### config.mk
export PLATFORM = sky130hd
export DESIGN_NAME = instr_cache
export DESIGN_NICKNAME = d
export VERILOG_FILES = /design/src/rtl/icache_pkg.sv /design/src/rtl/icache_tag_array.sv /design/src/rtl/instr_cache.sv
export SDC_FILE = /design/constraint.sdc
export NUM_CORES = 2
export LEC_CHECK = 0
export CAP_MARGIN = 20
export CORE_MARGIN = 10
export CORE_UTILIZATION = 58
export CTS_CLUSTER_DIAMETER = 50
export DETAILED_ROUTE_END_ITERATION = 16
export PLACE_DENSITY_LB_ADDON = 0.12
export SYNTH_ARGS = -nofsm -noshare
export SYNTH_HDL_FRONTEND = slang
export SYNTH_SLANG_ARGS = --single-unit
### constraint.sdc
create_clock -name clk -period 7.6 [get_ports clk]
set_input_delay 1.9 -clock clk [delete_from_list [all_inputs] [get_ports clk]]
set_output_delay 1.9 -clock clk [all_outputs]
set_load 0.02 [all_outputs]
### src/rtl/icache_pkg.sv
// ============================================================================
//  Module : icache_pkg
//  Brief  : Shared types and address-field helpers for the instruction cache.
//  Rev    : 1.0  initial release
// ============================================================================
`default_nettype none

package icache_pkg;

  typedef enum logic [0:0] {
    IDLE   = 1'b0,
    REFILL = 1'b1
  } state_t;

  // Helpers work on a 64-bit container so any WIDTH up to 64 fits.
  localparam int c_ADDR_MAX = 64;

  function automatic int off_w(input int lw);
    return $clog2(lw) + 2;
  endfunction

  function automatic int idx_w(input int sets);
    return $clog2(sets);
  endfunction

  function automatic int tag_w(input int width, input int sets, input int lw);
    return width - off_w(lw) - idx_w(sets);
  endfunction

  function automatic logic [c_ADDR_MAX-1:0] addr_word(input logic [c_ADDR_MAX-1:0] a,
                                                      input int lw);
    return (a >> 2) & c_ADDR_MAX'(lw - 1);
  endfunction

  function automatic logic [c_ADDR_MAX-1:0] addr_idx(input logic [c_ADDR_MAX-1:0] a,
                                                     input int sets, input int lw);
    return (a >> off_w(lw)) & c_ADDR_MAX'(sets - 1);
  endfunction

  function automatic logic [c_ADDR_MAX-1:0] addr_tag(input logic [c_ADDR_MAX-1:0] a,
                                                     input int sets, input int lw);
    return a >> (off_w(lw) + idx_w(sets));
  endfunction

endpackage

`default_nettype wire

### src/rtl/icache_tag_array.sv
// ============================================================================
//  Module : icache_tag_array
//  Brief  : Valid bits (async reset, bulk clear) and tag storage for the cache.
//  Rev    : 1.0  initial release
// ============================================================================
`default_nettype none

module icache_tag_array #(
  parameter int SETS  = 16,
  parameter int IDX_W = 4,
  parameter int TAG_W = 24
) (
  input  logic             clk,
  input  logic             rst,
  input  logic             clear,
  input  logic             we,
  input  logic [IDX_W-1:0] waddr,
  input  logic [TAG_W-1:0] wtag,
  input  logic             wvalid,
  input  logic [IDX_W-1:0] raddr,
  output logic             rvalid,
  output logic [TAG_W-1:0] rtag
);

  logic [SETS-1:0]  r_valid;
  logic [TAG_W-1:0] r_tag [SETS];

  // A bulk clear beats a same-cycle write so fence.i can never be lost.
  always_ff @(posedge clk or negedge rst) begin
    if (!rst) begin
      r_valid <= '0;
    end else if (clear) begin
      r_valid <= '0;
    end else if (we) begin
      r_valid[waddr] <= wvalid;
    end
  end

  always_ff @(posedge clk) begin
    if (we) begin
      r_tag[waddr] <= wtag;
    end
  end

  assign rvalid = r_valid[raddr];
  assign rtag   = r_tag[raddr];

endmodule

`default_nettype wire

### src/rtl/instr_cache.sv
// ============================================================================
//  Module : instr_cache
//  Brief  : Direct-mapped read-only instruction cache with word-serial refill.
//  Rev    : 1.0  initial release
// ============================================================================
`default_nettype none

module instr_cache
  import icache_pkg::*;
#(
  parameter int WIDTH      = 32,
  parameter int SETS       = 16,
  parameter int LINE_WORDS = 4
) (
  input  logic             clk,
  input  logic             rst,
  input  logic [WIDTH-1:0] PCF,
  input  logic             invalidate,
  output logic [WIDTH-1:0] InstrF,
  output logic             StallF,
  output logic             mem_req,
  output logic [WIDTH-1:0] mem_addr,
  input  logic             mem_ack,
  input  logic [WIDTH-1:0] mem_rdata
);

  localparam int OFF_W  = off_w(LINE_WORDS);
  localparam int IDX_W  = idx_w(SETS);
  localparam int TAG_W  = tag_w(WIDTH, SETS, LINE_WORDS);
  localparam int BEAT_W = $clog2(LINE_WORDS);

  localparam logic [BEAT_W-1:0] c_LAST     = BEAT_W'(LINE_WORDS - 1);
  localparam logic [WIDTH-1:0]  c_OFF_MASK = WIDTH'((1 << OFF_W) - 1);

  state_t              r_state;
  state_t              w_state_next;
  logic [BEAT_W-1:0]   r_beat;
  logic [WIDTH-1:0]    r_base;
  logic                r_kill;

  logic [IDX_W-1:0]    w_idx;
  logic [TAG_W-1:0]    w_tag;
  logic [BEAT_W-1:0]   w_word;
  logic [IDX_W-1:0]    w_base_idx;
  logic [TAG_W-1:0]    w_base_tag;
  logic                w_rvalid;
  logic [TAG_W-1:0]    w_rtag;
  logic [WIDTH-1:0]    w_rdata;
  logic                w_hit;
  logic                w_latch;
  logic                w_ack;
  logic                w_tag_we;
  logic                w_line_ok;

  logic [WIDTH-1:0]    r_data [SETS*LINE_WORDS];

  assign w_word     = BEAT_W'(addr_word(c_ADDR_MAX'(PCF), LINE_WORDS));
  assign w_idx      = IDX_W'(addr_idx(c_ADDR_MAX'(PCF), SETS, LINE_WORDS));
  assign w_tag      = TAG_W'(addr_tag(c_ADDR_MAX'(PCF), SETS, LINE_WORDS));
  assign w_base_idx = IDX_W'(addr_idx(c_ADDR_MAX'(r_base), SETS, LINE_WORDS));
  assign w_base_tag = TAG_W'(addr_tag(c_ADDR_MAX'(r_base), SETS, LINE_WORDS));

  assign w_rdata    = r_data[{w_idx, w_word}];
  // A line whose refill saw an invalidate must not become valid.
  assign w_line_ok  = ~r_kill & ~invalidate;

  icache_tag_array #(
    .SETS  (SETS),
    .IDX_W (IDX_W),
    .TAG_W (TAG_W)
  ) u_tags (
    .clk    (clk),
    .rst    (rst),
    .clear  (invalidate),
    .we     (w_tag_we),
    .waddr  (w_base_idx),
    .wtag   (w_base_tag),
    .wvalid (w_line_ok),
    .raddr  (w_idx),
    .rvalid (w_rvalid),
    .rtag   (w_rtag)
  );

  always_comb begin
    w_state_next = r_state;
    StallF       = 1'b1;
    InstrF       = '0;
    mem_req      = 1'b0;
    mem_addr     = r_base + WIDTH'({r_beat, 2'b00});
    w_hit        = 1'b0;
    w_latch      = 1'b0;
    w_ack        = 1'b0;
    w_tag_we     = 1'b0;
    case (r_state)
      IDLE: begin
        w_hit = w_rvalid & (w_rtag == w_tag) & ~invalidate;
        if (w_hit) begin
          StallF = 1'b0;
          InstrF = w_rdata;
        end else if (!invalidate) begin
          w_latch      = 1'b1;
          w_state_next = REFILL;
        end
      end
      REFILL: begin
        mem_req = 1'b1;
        if (mem_ack) begin
          w_ack = 1'b1;
          if (r_beat == c_LAST) begin
            w_tag_we     = 1'b1;
            w_state_next = IDLE;
          end
        end
      end
      default: w_state_next = IDLE;
    endcase
  end

  always_ff @(posedge clk or negedge rst) begin
    if (!rst) begin
      r_state <= IDLE;
      r_beat  <= '0;
      r_base  <= '0;
      r_kill  <= 1'b0;
    end else begin
      r_state <= w_state_next;
      if (w_latch) begin
        r_base <= PCF & ~c_OFF_MASK;
      end
      if (w_ack) begin
        r_beat <= (r_beat == c_LAST) ? '0 : r_beat + 1'b1;
      end
      if (r_state == REFILL) begin
        if (w_ack && (r_beat == c_LAST)) begin
          r_kill <= 1'b0;
        end else if (invalidate) begin
          r_kill <= 1'b1;
        end
      end
    end
  end

  always_ff @(posedge clk) begin
    if (w_ack) begin
      r_data[{w_base_idx, r_beat}] <= mem_rdata;
    end
  end

endmodule

`default_nettype wire

==> summary by stage <==
Run status
The flow ran to the end, and the final reports show no timing, DRC or antenna violations.

Clock tree
For the worst-skew pair, the clock arrives at the later sink with an insertion delay of between 0.8 and 0.9 ns. Clock tree synthesis inserted a total of around 240 buffers. The H-tree generated during clock tree synthesis spans 4 levels. The clock passes through at most 3 buffers. The cell sitting at the root of the clock tree is a sky130_fd_sc_hd__clkbuf_16. Clock tree synthesis found a total of 2,480 sinks. Clock-pin slew was measured on the worst setup and hold paths at 0.06 ns. TritonCTS built the clock tree.

Timing
The slew at the pin closest to its max-slew limit is 1.18 ns. In this run the tightest slew margin relative to its limit is 21.3%. Setup repair after global routing left no endpoint under its margin. The count of final hold-check violations is 0.

Static timing analysis puts the maximum clock frequency at 135 MHz. The max-slew violation total from the final report is 0. The final critical path takes up between 90 and 100% of the cycle. The total negative slack is 0 ns. The minimum clock period after layout is roughly 7.4 ns. Hold timing on the final database bottoms out at a slack of 0.504 ns.

The setup-violating endpoint count in the final report is 0. Between clock sinks in the finished design, the worst skew comes to 0.0255 ns.

Critical path
The worst setup path is captured at an output pin. At the worst endpoint, the arrival time is roughly 5.5 ns. The critical path starts at PCF[6]. The worst setup path is of the primary input to output pin kind. The required time of the worst setup path is 5.70 ns. Measured in cells, the most critical reg-to-reg path has a length of 9.

The startpoint identified for the worst register-to-register timing path is u_tags.r_tag[14][11]. The worst-case register-to-register setup slack is 3.54 ns. In this run the critical register-to-register path is captured at r_base[8]. The worst setup path is launched from a primary input. The destination of the critical timing path is InstrF[26].

In this run the worst path has a maximum fanout of 40.

Floorplan
The initial utilization of the core area, before any placement, comes to 58.4%. The number of placed I/O pins is about 130. The placeable core region is 163,000 µm². The standard-cell row count is 148. The vertical extent of the die is 425 µm.

The floorplan step defined a die boundary enclosing roughly 180,000 µm². The overall die width is 425 µm.

Logic synthesis
The number of synthesized flops with an enable pin is 2,432. The arithmetic-cell share of the synthesized area counting full adders, half adders and majority gates is 0.0132%. The number of instances in the synthesized netlist is 3,851. For this run, asynchronously set or reset flops after synthesis account for under 10%. Summing the areas of all xor and xnor instances in the mapped netlist gives less than 1% of the synthesized area.

In this run the cell area of the synthesized design comes to between 90,000 and 100,000 µm². Among all flip-flop cells after synthesis, the most frequent one is sky130_fd_sc_hd__edfxtp_1. By area, the combinational part of the netlist is dominated by multiplexers.

By area the synthesized netlist is led by sky130_fd_sc_hd__edfxtp_1, sky130_fd_sc_hd__mux4_2, sky130_fd_sc_hd__dfrtp_1, sky130_fd_sc_hd__mux2i_1, sky130_fd_sc_hd__clkbuf_1. The sequential fraction of the synthesis area is a little under 80%. The commonest cells after synthesis are sky130_fd_sc_hd__edfxtp_1, sky130_fd_sc_hd__mux4_2, sky130_fd_sc_hd__clkbuf_1, sky130_fd_sc_hd__nor2_1, sky130_fd_sc_hd__mux2i_1. The netlist uses 54 different library cells. The portion of synthesized area spent on multiplexers is 19.2%. sky130_fd_sc_hd__edfxtp_1 takes more of the synthesized area than any other cell. The most instantiated library cell after synthesis is sky130_fd_sc_hd__edfxtp_1.

Each instance of the synthesized netlist takes up on average 24.7 µm². The simple-gate portion of the synthesized area is 1.14%. The synthesized netlist devotes 0.370% of its cell area to compound gates. For this run, the number of Yosys warnings is 0.

The top cell type's share of synthesized area is 76.8%. The number of flip-flops and latches in the synthesized netlist is 2,480.

Power and ir drop
IR analysis of the VDD net gives a maximum drop of 0.272 mV. The share of total power dissipated in the clock network is 37.9%. The analysis attributes to cell leakage a power of between 30 and 40 nW. Per report_power, the sequential group accounts for about 54% of the total.

The internal power consumption is 23.5 mW. Power spread over the standard cell area amounts to around 280 nW/µm². The completed layout was analyzed and its total power is 30.5 mW. In this run the power spent charging and discharging nets is 6.92 mW. In this run switching power makes up 22.7% of total power. Per report_power, the combinational group accounts for between 8 and 9% of the total.

Final layout
Relative to the synthesized area, the layout overhead comes to 14.2%. Excluding fillers, the count of instances in the completed layout stands at 6,596. The filler cells instantiated in the layout total 10,100.

The area used by sequential logic in the layout is 74,200 µm². Summing all multi-input logic gate instances after layout gives about 21,000 µm². Of the cells placed in the final design, the portion with a size suffix greater than 1 is 32.9%.

With fillers left out, the area of the finished cells amounts to between 100,000 and 150,000 µm². At the end of the flow, the number of nets in the layout was roughly 4,300.

Placed design
The cell count after placement is slightly above 6,000. The placed instances occupy a cell area of 100,000 µm². The congestion estimate from routability-driven global placement came to 0.770. Summed over all nets, the half-perimeter wirelength after detailed placement is around 130,000 µm. In this run the tool buffered the top-level ports with about 130 buffer cells.

Routing
The final wirelength is around 220,000 µm. The via count is 42,900. The first-pass iteration count of the detailed router is 5. In the final routed layout, each cell accounts on average for 33.1 µm. The number of remaining DRC errors is 0. In the routed layout, each cell is associated on average with a via count of 6.50. The count of routing violations after the opening detailed-route iteration is between 4,000 and 5,000. The count of antenna-violating nets left after detailed routing is 0.

Global routing
The first-pass GRT wire length is 316,000 µm. Entering global routing, the biggest net connects 80 pins. The number of global-route vias before repair is 43,800.

Summed over all layers, the global routing overflow is 0. The global-route usage over all layers is 24.4%. The initial antenna violation count is 22.

Hold path
The worst min-delay path class is register to register.

Flow run
Across the run, the number of max-cap violations was 0.
==> worst min path at each step <==
stage                        end    from  slack, ns  cells past startpoint
after floorplan           r_kill  r_kill       0.46                      2
after global placement    r_kill  r_kill       0.48                      2
after detailed placement  r_kill  r_kill       0.49                      2
after CTS                 r_kill  r_kill       0.51                      2
after global routing      r_kill  r_kill       0.54                      2
final                     r_kill  r_kill       0.50                      2
==> per-layer routing <==
layer | global-route usage [%] | vias to the layer above | routed length [µm]
li1 | - | 17400 | -
met1 | 34.8 | 23400 | 87000
met2 | 39.3 | 1762 | 109000
met3 | 4.88 | 306 | 17900
met4 | 5.98 | 4 | 4740
met5 | 0 | - | 21
==> cells by family (layout without fill, tap and decap cells) <==
kind of cell,Yosys count,count (layout)
flops,2480,2480
mux,854,854
simple gates,228,228
buf+inv,207,772
compound gates,47,47
xor+xnor,33,33
fa+ha+maj,1,1
other cells,1,6
==> state kept, by name, summed over array words and instances, names as in the netlist <==
signal,flops
r_base,28
r_beat,2
r_data,2048
r_kill,1
r_state,1
u_tags.r_tag,384
u_tags.r_valid,16
==> timing repair <==
action	in CTS	in global routing
resized for setup	0	1
endpoints found under the setup margin	0	2
hold buffers	0	0
endpoints found under the hold margin	0	0
setup buffers	0	0
==> area by class of cell <==
cell class	count	share of cell area [%]
Clock inverter	124	0.950
Antenna cell	4	0.00922
Clock buffer	324	6.11
Tap cell	2175	2.51
Timing Repair Buffer	320	3.13
Multi-Input combinational cell	1165	18.9
Inverter	4	0.0161
Sequential cell	2480	68.3
==> per-stage QoR <==
step | setup slack [ns] | utilization, %
after global routing | 0.0276 | 66.7
after detailed placement | 0.191 | 61.6
after global placement | 0.170 | 61.6
after floorplan | 0.996 | -
final | 0.211 | 66.7
after CTS | 0.177 | 66.3
==> layout by cell type, fill, tap and decap left out, types with 6 or more instances in the layout <==
master / Yosys / routed
sky130_fd_sc_hd__nor2_4: 0 / 73
sky130_fd_sc_hd__a21oi_1: 8 / 8
sky130_fd_sc_hd__nor2_1: 99 / 26
sky130_fd_sc_hd__buf_12: 2 / 60
sky130_fd_sc_hd__mux2i_1: 56 / 56
sky130_fd_sc_hd__nand3_1: 9 / 9
sky130_fd_sc_hd__nor2b_1: 43 / 43
sky130_fd_sc_hd__xor2_1: 17 / 17
sky130_fd_sc_hd__xnor2_1: 16 / 16
sky130_fd_sc_hd__edfxtp_1: 2432 / 2432
sky130_fd_sc_hd__clkinv_1: 0 / 57
sky130_fd_sc_hd__clkbuf_1: 120 / 60
sky130_fd_sc_hd__clkdlybuf4s50_1: 0 / 81
sky130_fd_sc_hd__mux2_4: 20 / 20
sky130_fd_sc_hd__clkinv_2: 0 / 35
sky130_fd_sc_hd__bufinv_16: 0 / 17
sky130_fd_sc_hd__nand2b_1: 6 / 6
sky130_fd_sc_hd__buf_2: 22 / 34
sky130_fd_sc_hd__clkbuf_16: 0 / 247
sky130_fd_sc_hd__a211oi_1: 7 / 7
sky130_fd_sc_hd__mux2_2: 15 / 15
sky130_fd_sc_hd__nand2_1: 36 / 36
sky130_fd_sc_hd__inv_6: 0 / 7
sky130_fd_sc_hd__mux4_2: 759 / 759
sky130_fd_sc_hd__buf_4: 9 / 135
sky130_fd_sc_hd__clkbuf_8: 0 / 17
sky130_fd_sc_hd__o21ai_0: 6 / 6
sky130_fd_sc_hd__dfrtp_1: 48 / 48
==> worst max-delay path, stage by stage <==
cell and delay, ns:
sky130_fd_sc_hd__buf_8 0.32, sky130_fd_sc_hd__buf_12 0.30, sky130_fd_sc_hd__mux4_2 0.54, sky130_fd_sc_hd__mux2i_1 0.19, sky130_fd_sc_hd__mux2i_1 0.13, sky130_fd_sc_hd__xnor2_1 0.16, sky130_fd_sc_hd__nand4_1 0.28, sky130_fd_sc_hd__nor3_1 0.33
sky130_fd_sc_hd__nand4_1 0.19, sky130_fd_sc_hd__buf_12 0.22, sky130_fd_sc_hd__nor2b_1 0.17, sky130_fd_sc_hd__clkdlybuf4s50_1 0.62
==> power by group through the flow <==
stage	clock (mW)	sequential, mW	combinational, mW
global placement	0	16.5	2.58
detailed placement	0	16.6	2.61
finish	11.5	16.3	2.63
global route	12.3	16.4	2.76
CTS	11.7	16.3	2.62
floorplan	0	16.5	1.28
Note: power is estimated with default switching activity, not from simulation.
